### config.mk
export PLATFORM = sky130hd
export DESIGN_NAME = dmem_arbiter
export DESIGN_NICKNAME = d
export VERILOG_FILES = /design/src/rtl/dmem_arbiter.sv
export SDC_FILE = /design/constraint.sdc
export NUM_CORES = 1
export LEC_CHECK = 0
export CAP_MARGIN = 20
export CELL_PAD_IN_SITES_DETAIL_PLACEMENT = 1
export CELL_PAD_IN_SITES_GLOBAL_PLACEMENT = 2
export CORE_ASPECT_RATIO = 0.75
export CORE_MARGIN = 5
export CORE_UTILIZATION = 18
export DETAILED_ROUTE_END_ITERATION = 8
export PLACE_DENSITY_LB_ADDON = 0.2
export SETUP_SLACK_MARGIN = 0.05
export SYNTH_ARGS = -nofsm -noshare
export SYNTH_HDL_FRONTEND = slang
export SYNTH_SLANG_ARGS = --single-unit
### constraint.sdc
create_clock -name clk -period 1.6 [get_ports clk]
set_input_delay 0.32 -clock clk [delete_from_list [all_inputs] [get_ports clk]]
set_output_delay 0.32 -clock clk [all_outputs]
set_load 0.01 [all_outputs]
### src/rtl/dmem_arbiter.sv
// rtl/dmem_arbiter.sv - CPU/host arbiter for the shared single-port data memory
module dmem_arbiter #(
  parameter int ADDR_W  = 8,
  parameter int DATA_W  = 9,
  parameter int MAX_RUN = 4
) (
  input  logic              clk,
  input  logic              rst,
  input  logic              cpu_req,
  input  logic              cpu_we,
  input  logic [ADDR_W-1:0] cpu_addr,
  input  logic [DATA_W-1:0] cpu_wdata,
  output logic              cpu_gnt,
  output logic              cpu_rvalid,
  output logic [DATA_W-1:0] cpu_rdata,
  input  logic              host_req,
  input  logic              host_we,
  input  logic [ADDR_W-1:0] host_addr,
  input  logic [DATA_W-1:0] host_wdata,
  output logic              host_gnt,
  output logic              host_rvalid,
  output logic [DATA_W-1:0] host_rdata,
  input  logic              host_lock,
  output logic              locked,
  output logic              mem_en,
  output logic              mem_we,
  output logic [ADDR_W-1:0] mem_addr,
  output logic [DATA_W-1:0] mem_wdata,
  input  logic [DATA_W-1:0] mem_rdata
);

  typedef enum logic [1:0] {
    ST_SHARE  = 2'd0,
    ST_DRAIN  = 2'd1,
    ST_LOCKED = 2'd2
  } state_e;

  localparam logic [3:0] RUN_LIMIT = 4'(MAX_RUN);

  state_e            state_q;
  logic              locked_q;
  logic              rr_last_q;   // 1 = host was granted last
  logic              rr_last_d;
  logic [3:0]        run_cnt_q;
  logic [3:0]        run_cnt_d;
  logic              rd_cpu_q;
  logic              rd_host_q;
  logic [DATA_W-1:0] cpu_rdata_q;
  logic [DATA_W-1:0] host_rdata_q;

  logic gnt_cpu;
  logic gnt_host;
  logic run_open;
  logic host_wins_tie;
  logic cpu_vld;
  logic host_vld;

  // A run of 0 means no run is in progress, so the tie goes to the port that was not last
  assign run_open      = (run_cnt_q != 4'd0) && (run_cnt_q < RUN_LIMIT);
  assign host_wins_tie = run_open ? rr_last_q : !rr_last_q;

  // Grant selection from registered state; nothing is granted while in reset
  always_comb begin
    gnt_cpu  = 1'b0;
    gnt_host = 1'b0;
    if (!rst) begin
      case (state_q)
        ST_SHARE: begin
          if (cpu_req && host_req) begin
            gnt_host = host_wins_tie;
            gnt_cpu  = !host_wins_tie;
          end else begin
            gnt_cpu  = cpu_req;
            gnt_host = host_req;
          end
        end
        ST_LOCKED: gnt_host = host_req;
        default: ;
      endcase
    end
  end

  // Memory strobes follow the granted requester in the same cycle
  always_comb begin
    mem_en    = gnt_cpu || gnt_host;
    mem_we    = 1'b0;
    mem_addr  = '0;
    mem_wdata = '0;
    if (gnt_cpu) begin
      mem_we    = cpu_we;
      mem_addr  = cpu_addr;
      mem_wdata = cpu_wdata;
    end else if (gnt_host) begin
      mem_we    = host_we;
      mem_addr  = host_addr;
      mem_wdata = host_wdata;
    end
  end

  // Round-robin bookkeeping; leaving the lock hands the next tie to the stalled CPU
  always_comb begin
    rr_last_d = rr_last_q;
    run_cnt_d = run_cnt_q;
    if (state_q == ST_LOCKED && !host_lock) begin
      rr_last_d = 1'b1;
      run_cnt_d = 4'd0;
    end else if (state_q == ST_SHARE && (gnt_cpu || gnt_host)) begin
      if (gnt_host == rr_last_q) begin
        run_cnt_d = (run_cnt_q < RUN_LIMIT) ? run_cnt_q + 4'd1 : run_cnt_q;
      end else begin
        rr_last_d = gnt_host;
        run_cnt_d = 4'd1;
      end
    end
  end

  // Round-robin state registers
  always_ff @(posedge clk) begin
    if (rst) begin
      rr_last_q <= 1'b1;
      run_cnt_q <= 4'd0;
    end else begin
      rr_last_q <= rr_last_d;
      run_cnt_q <= run_cnt_d;
    end
  end

  // Lock FSM: one DRAIN cycle lets an in-flight read return before the host takes over
  always_ff @(posedge clk) begin
    if (rst) begin
      state_q  <= ST_SHARE;
      locked_q <= 1'b0;
    end else begin
      case (state_q)
        ST_SHARE: begin
          if (host_lock) state_q <= ST_DRAIN;
        end
        ST_DRAIN: begin
          if (host_lock) begin
            state_q  <= ST_LOCKED;
            locked_q <= 1'b1;
          end else begin
            state_q  <= ST_SHARE;
          end
        end
        ST_LOCKED: begin
          if (!host_lock) begin
            state_q  <= ST_SHARE;
            locked_q <= 1'b0;
          end
        end
        default: begin
          state_q  <= ST_SHARE;
          locked_q <= 1'b0;
        end
      endcase
    end
  end

  // Read return: remember who owns the read and keep each port's last data
  always_ff @(posedge clk) begin
    if (rst) begin
      rd_cpu_q     <= 1'b0;
      rd_host_q    <= 1'b0;
      cpu_rdata_q  <= '0;
      host_rdata_q <= '0;
    end else begin
      rd_cpu_q  <= gnt_cpu && !cpu_we;
      rd_host_q <= gnt_host && !host_we;
      if (rd_cpu_q)  cpu_rdata_q  <= mem_rdata;
      if (rd_host_q) host_rdata_q <= mem_rdata;
    end
  end

  // A read pending across a reset is dropped rather than delivered
  assign cpu_vld  = rd_cpu_q && !rst;
  assign host_vld = rd_host_q && !rst;

  assign cpu_gnt     = gnt_cpu;
  assign host_gnt    = gnt_host;
  assign cpu_rvalid  = cpu_vld;
  assign host_rvalid = host_vld;
  assign cpu_rdata   = cpu_vld ? mem_rdata : cpu_rdata_q;
  assign host_rdata  = host_vld ? mem_rdata : host_rdata_q;
  assign locked      = locked_q;

endmodule

[Word-level counts from Yosys, hierarchy flattened]
Index checks and enable logic that the tools add are counted.
Word-level totals
  word-level logic and storage cells: 65
  register bits: 28
  output and inout bits: 42
  input port bits: 50
Cells by class
  reductions and logical operators: 22
  muxes and demuxes: 24
  bitwise gates (word level): 2
  $add $sub $neg: 1
  $lt $le $gt $ge: 1
  equality and inequality tests: 7
Operator list (count)
  9-bit 2-to-1 mux: 4
  8-bit 2-to-1 mux: 2
  1-bit 2-to-1 mux: 10
  1-bit logical AND: 8
  4-bit 2-to-1 mux: 2
  2-bit inequality test, second input constant: 4
  1-bit logical NOT: 6
  2-bit 2-to-1 mux: 3
  2-bit case mux with 3 select lines: 1
  2-bit AND reduction: 3
  4-bit by 1-bit adder with 4-bit output, second input constant: 1
  4-bit by 3-bit less-than comparator with 1-bit output, second input constant: 1
  4-bit nonzero test: 1
  1-bit case mux with 3 select lines: 1
  3-bit AND reduction: 1
  2-bit by 1-bit equality test with 1-bit output, second input constant: 1
  2-bit equality test, second input constant: 1
  2-bit logical NOT: 1
  1-bit inverter: 2
  1-bit case mux with 2 select lines: 1
  2-bit OR reduction: 1
  1-bit equality test: 1
  1-bit logical OR: 1

[Depth between registers and ports, before layout]
  depth in word-level cells: 10
  mapped depth: 7
  mapped depth without buffers: 6

[Worst setup path before layout]
OpenSTA, ideal clock, no wires.
  path kind: register to output
  from: reg run_cnt_q[0]
  to: out mem_addr[1]
  path buffers: 1
  arrival time: 1.455 ns
  cell stages (with the launch flop): 8
  setup slack: -0.175 ns
  data required time: 1.280 ns
  path through: dfxtp_1 -> inv_1 -> ha_1 -> nor3_2 -> xnor2_1 -> o21a_1 -> buf_2 -> a22o_1
On the way
  longest elaborated chain between the ends: 8
  elaborated cells on any way between the ends: 13
  those cells by class: order compare: 1; mux: 9; reduce/logical: 3
Ends and longest elaborated chain
  start: declaration: line 44  | logic [3:0] run_cnt_q;
  start signal: assignment: line 124  | run_cnt_q <= run_cnt_d;
  4-bit by 3-bit less-than comparator with 1-bit output or 4-bit nonzero test (tied branches): line 59  | assign run_open = (run_cnt_q != 4'd0) && (run_cnt_q < RUN_LIMIT);
  1-bit logical AND (*): line 59
  1-bit 2-to-1 mux (*): line 60  | assign host_wins_tie = run_open ? rr_last_q : !rr_last_q;
  1-bit 2-to-1 mux (*): line 69  | if (cpu_req && host_req) begin
  1-bit case mux with 2 select lines (*): line 67  | case (state_q)
  1-bit 2-to-1 mux (*): line 66  | if (!rst) begin
  via host_gnt: line 20  | output logic host_gnt,
  8-bit 2-to-1 mux (*): line 93  | end else if (gnt_host) begin
  8-bit 2-to-1 mux (*): line 89  | if (gnt_cpu) begin
  end: declaration: line 27  | output logic [ADDR_W-1:0] mem_addr,
The timed path passes the listed nets; every way through them passes the cells marked *.

[Worst setup path after layout]
  from: reg run_cnt_q[0]
  to: out mem_we
On the way
  longest elaborated chain between the ends: 8
  elaborated cells on any way between the ends: 13
  those cells by class: order compare: 1; mux: 9; reduce/logical: 3
Ends and longest elaborated chain
  4-bit by 3-bit less-than comparator with 1-bit output or 4-bit nonzero test (tied branches): line 59
  1-bit logical AND (*): line 59
  1-bit 2-to-1 mux (*): line 60
  1-bit 2-to-1 mux or 1-bit logical NOT (tied branches): line 69, 71
  1-bit case mux with 2 select lines or 1-bit 2-to-1 mux (tied branches): line 67, 69
  1-bit 2-to-1 mux, on equally long branches: line 66, 67
  1-bit 2-to-1 mux, on equally long branches: line 93, 66
  1-bit 2-to-1 mux (*): line 89
  end: declaration: line 26  | output logic mem_we,
Mark *: on every way between the ends. The rest lies on a longest branch, timed or not.

==> results.json <==
{
  "status": "complete, but fails checks",
  "violations": "negative setup slack",
  "holdBufCountCts": 0,
  "p_switching_uw": 550,
  "routed.top_layer": "met4",
  "reg2reg_slack_ns": -0.11,
  "sequentialPowerShare_pct": 33.8,
  "grt_pass1_wl_um": 10800,
  "worst_r2r_path_depth": 8,
  "wl_per_cell_um": 15.5,
  "worst-endpoint-required_ns": 1.28,
  "insertion_delay_ns": 0.26,
  "die_h_um": 91.4,
  "drc": 0,
  "period_minus_slack_ns": 2.25,
  "vias_per_cell": 4.33,
  "cp_max_fo": 7,
  "crit_start": "run_cnt_q[0]",
  "fin_nets": 374,
  "critical_path.n_buffers_inverters": 5,
  "dr_wl_met3_um": 661,
  "drt_first_pass_iters": 4,
  "finalWirelength_um": 6630,
  "synthDistinctLibCells": 34,
  "reg2reg_from": "run_cnt_q[0]",
  "drive_gt1_share_pct": 43.3,
  "finalWorstSetupSlack_ns": -0.646,
  "timing.fmax_mhz": 445,
  "finalCritPeriodShare_pct": 140,
  "start_util_pct": 18.7,
  "place.gp.congestion": 0.708,
  "h-tree-depth": 1,
  "rsz0062_at_grt": "yes",
  "max-slew-margin-rel_pct": 68.9,
  "die_x_um": 119,
  "rows": 29,
  "max_stage_delay_ns": 0.33,
  "root_buffer": "clkbuf_16",
  "grt_max_degree": 17,
  "drt_iter0_drc": 54,
  "hold_viol_final": 0,
  "skew_ns": 0.00296,
  "p_int_mw": 1.64,
  "ant_nets": 0,
  "gr-total-overflow": 0,
  "clock_power_share_pct": 34.2,
  "power_density_mw_per_mm2": 669,
  "io_pins": 92,
  "placedCellCount": 406,
  "cts_buffers": 3,
  "n_antenna_cell": 0,
  "layoutNonFillerInstCount": 429,
  "crit_chain": "inv_2 > ha_4 > nor3_4 > xnor2_2 > buf_4 > a21oi_4 > buf_6 > buf_12 > a22o_1 > buf_6",
  "path_class": "reg -> out",
  "cap_violations": 0,
  "place_hpwl_um": 4790,
  "wl_met1_um": 2940,
  "antenna_found_initial": 0,
  "track_usage_pct": 12.0,
  "synthesis.area_mm2": 0.00159,
  "clk_path_buf_depth": 2,
  "cp-start-kind": "register",
  "coreArea_mm2": 0.00853,
  "synthToLayoutAreaGrowth_pct": 106,
  "timing.hold.ws_ns": 0.361,
  "fin_tns_setup_ns": -12.66,
  "dieArea_mm2": 0.0108,
  "cp.arrival_ns": 1.93,
  "ys_seq_area_share_pct": 35.2,
  "syn_inst": 182,
  "crit_slowest_cell": "dfxtp_2",
  "power_leakage_nw": 1.47,
  "syn_nets": 234,
  "drv_slew": 0,
  "cts.clk_slew.worst_paths_ns": 0.07,
  "crit_family": "buffers and inverters",
  "numPortBuffers": 91,
  "endpoint_kind": "primary output",
  "path_depth": 10,
  "dr_total_vias": 1857,
  "crit_top_cell": "buf_6",
  "reg2reg_to": "rr_last_q",
  "wl_met2_um": 3000,
  "final_core_util_pct": 38.4,
  "comb_power_share_pct": 32.0,
  "finalSetupViolCount": 33,
  "ys_ff_latch": 28,
  "cts_sinks": 28,
  "setup.worst_path.end": "mem_we",
  "hold_path_class": "in -> reg",
  "grt_pass1_vias": 2100,
  "sw_frac_of_total_pct": 25.1,
  "synth.avg_cell_area_um2": 8.74,
  "peakVddDrop_v": 0.000563,
  "tightest_slew_ns": 0.463,
  "cts_tree": "built",
  "finalPower_mw": 2.19,
  "ys_warn_count": 0
}
## worst min path at each step
stage | from | depth (start not counted) | slack, ns | to
floorplan | cpu_we | 1 | 0.39 | rd_cpu_q
detailed placement | cpu_rdata_q[8] | 2 | 0.48 | cpu_rdata_q[8]
CTS | rst | 3 | 0.39 | host_rdata_q[2]
finish | rst | 3 | 0.36 | host_rdata_q[2]
global placement | cpu_rdata_q[1] | 2 | 0.47 | cpu_rdata_q[1]
global route | rst | 3 | 0.37 | host_rdata_q[2]
## routing by layer
layer / global-route usage (%) / up-vias
met5: 0 / -
met1: 15.0 / 862
met3: 5.34 / 2
li1: - / 918
met2: 19.4 / 75
met4: 1.70 / 0
## cell usage in the layout, fill, tap and decap left out, types with 3 or more instances in the layout
cell type / Yosys / final
buf_12: 0 / 4
buf_4: 0 / 38
mux2_4: 0 / 9
nor2_1: 23 / 22
clkdlybuf4s50_1: 0 / 47
a22o_1: 18 / 18
inv_1: 5 / 3
buf_2: 10 / 23
dfxtp_2: 0 / 4
dfxtp_1: 28 / 22
buf_6: 1 / 31
clkbuf_16: 0 / 3
mux2i_1: 18 / 18
nor3_2: 2 / 3
nand2_1: 29 / 28
## registers in the layout (all words and copies together), names as in the netlist
| register | count |
|---|---|
| locked | 1 |
| rd_host_q | 1 |
| rr_last_q | 1 |
| run_cnt_q | 4 |
| state_q | 2 |
| host_rdata_q | 9 |
| cpu_rdata_q | 9 |
| rd_cpu_q | 1 |
## synthesized netlist by cell type, drive strengths merged
cell / n / area, um2
nor2b: 4 / 25.0
o311a: 1 / 10.0
a211oi: 2 / 15.0
nor3b: 2 / 15.0
nor2: 23 / 86.3
a2bb2oi: 1 / 8.76
and2: 1 / 6.26
or3b: 1 / 11.3
nand2: 29 / 109
a221o: 1 / 10.0
o31a: 1 / 8.76
o221a: 1 / 11.3
a31o: 1 / 8.76
a21oi: 3 / 15.0
mux2: 9 / 101
nor3: 6 / 40.0
mux2i: 18 / 180
dfxtp: 28 / 561
a22o: 18 / 158
xnor2: 2 / 17.5
ha: 2 / 25.0
clkinv: 1 / 3.75
o21ai: 3 / 18.8
o211a: 1 / 10.0
nand2b: 2 / 12.5
o21a: 1 / 7.51
buf: 13 / 68.8
nor4: 2 / 27.5
inv: 5 / 18.8
## what timing repair did
action / in CTS / in global routing
cloned: 4 / 0
pin swaps: 8 / 8
resized for setup: 214 / 25
buffers inserted: 10 / 5
endpoints found under the setup margin: 48 / 41
## power by group through the flow
stage                     sequential (mW)  clock, mW  combinational (mW)
after floorplan                     0.752          0               0.244
after global placement              0.755          0               0.615
after detailed placement            0.755          0               0.619
after CTS                           0.741      0.783               0.674
after global routing                0.743      0.805               0.761
final                               0.740      0.750               0.702
## through the flow
step	instance area, um2	setup slack (ns)
6_report	3280	-0.646
5_1_grt	3280	-0.762
4_1_cts	3160	-0.639
3_5_place_dp	2900	-0.977
3_3_place_gp	2900	-0.984
2_1_floorplan	1630	-0.123
## layout make-up
class                           instances  area, um2
Tap cell                              108        135
Fill cell                             977       5250
Clock buffer                            3       75.1
Inverter                                6       25.0
Timing Repair Buffer                  148       1370
Sequential cell                        28        573
Multi-Input combinational cell        135       1070
Clock inverter                          1       30.0
## cell families (layout without fill, tap and decap cells)
group           count (synthesis)  count (layout)  share of synthesized area (%)
simple gates                   70              70                           20.9
compound gates                 34              34                           17.7
flops                          28              28                           35.2
mux                            27              27                           17.7
buf+inv                        19             158                           5.74
fa+ha+maj                       2               2                           1.57
xor+xnor                        2               2                           1.10
## tightest hold or removal path: stages
cell    delay, ns
buf_6        0.10
buf_6        0.12
nor2_1       0.04
No activity file was read; power rests on OpenSTA's default activity.
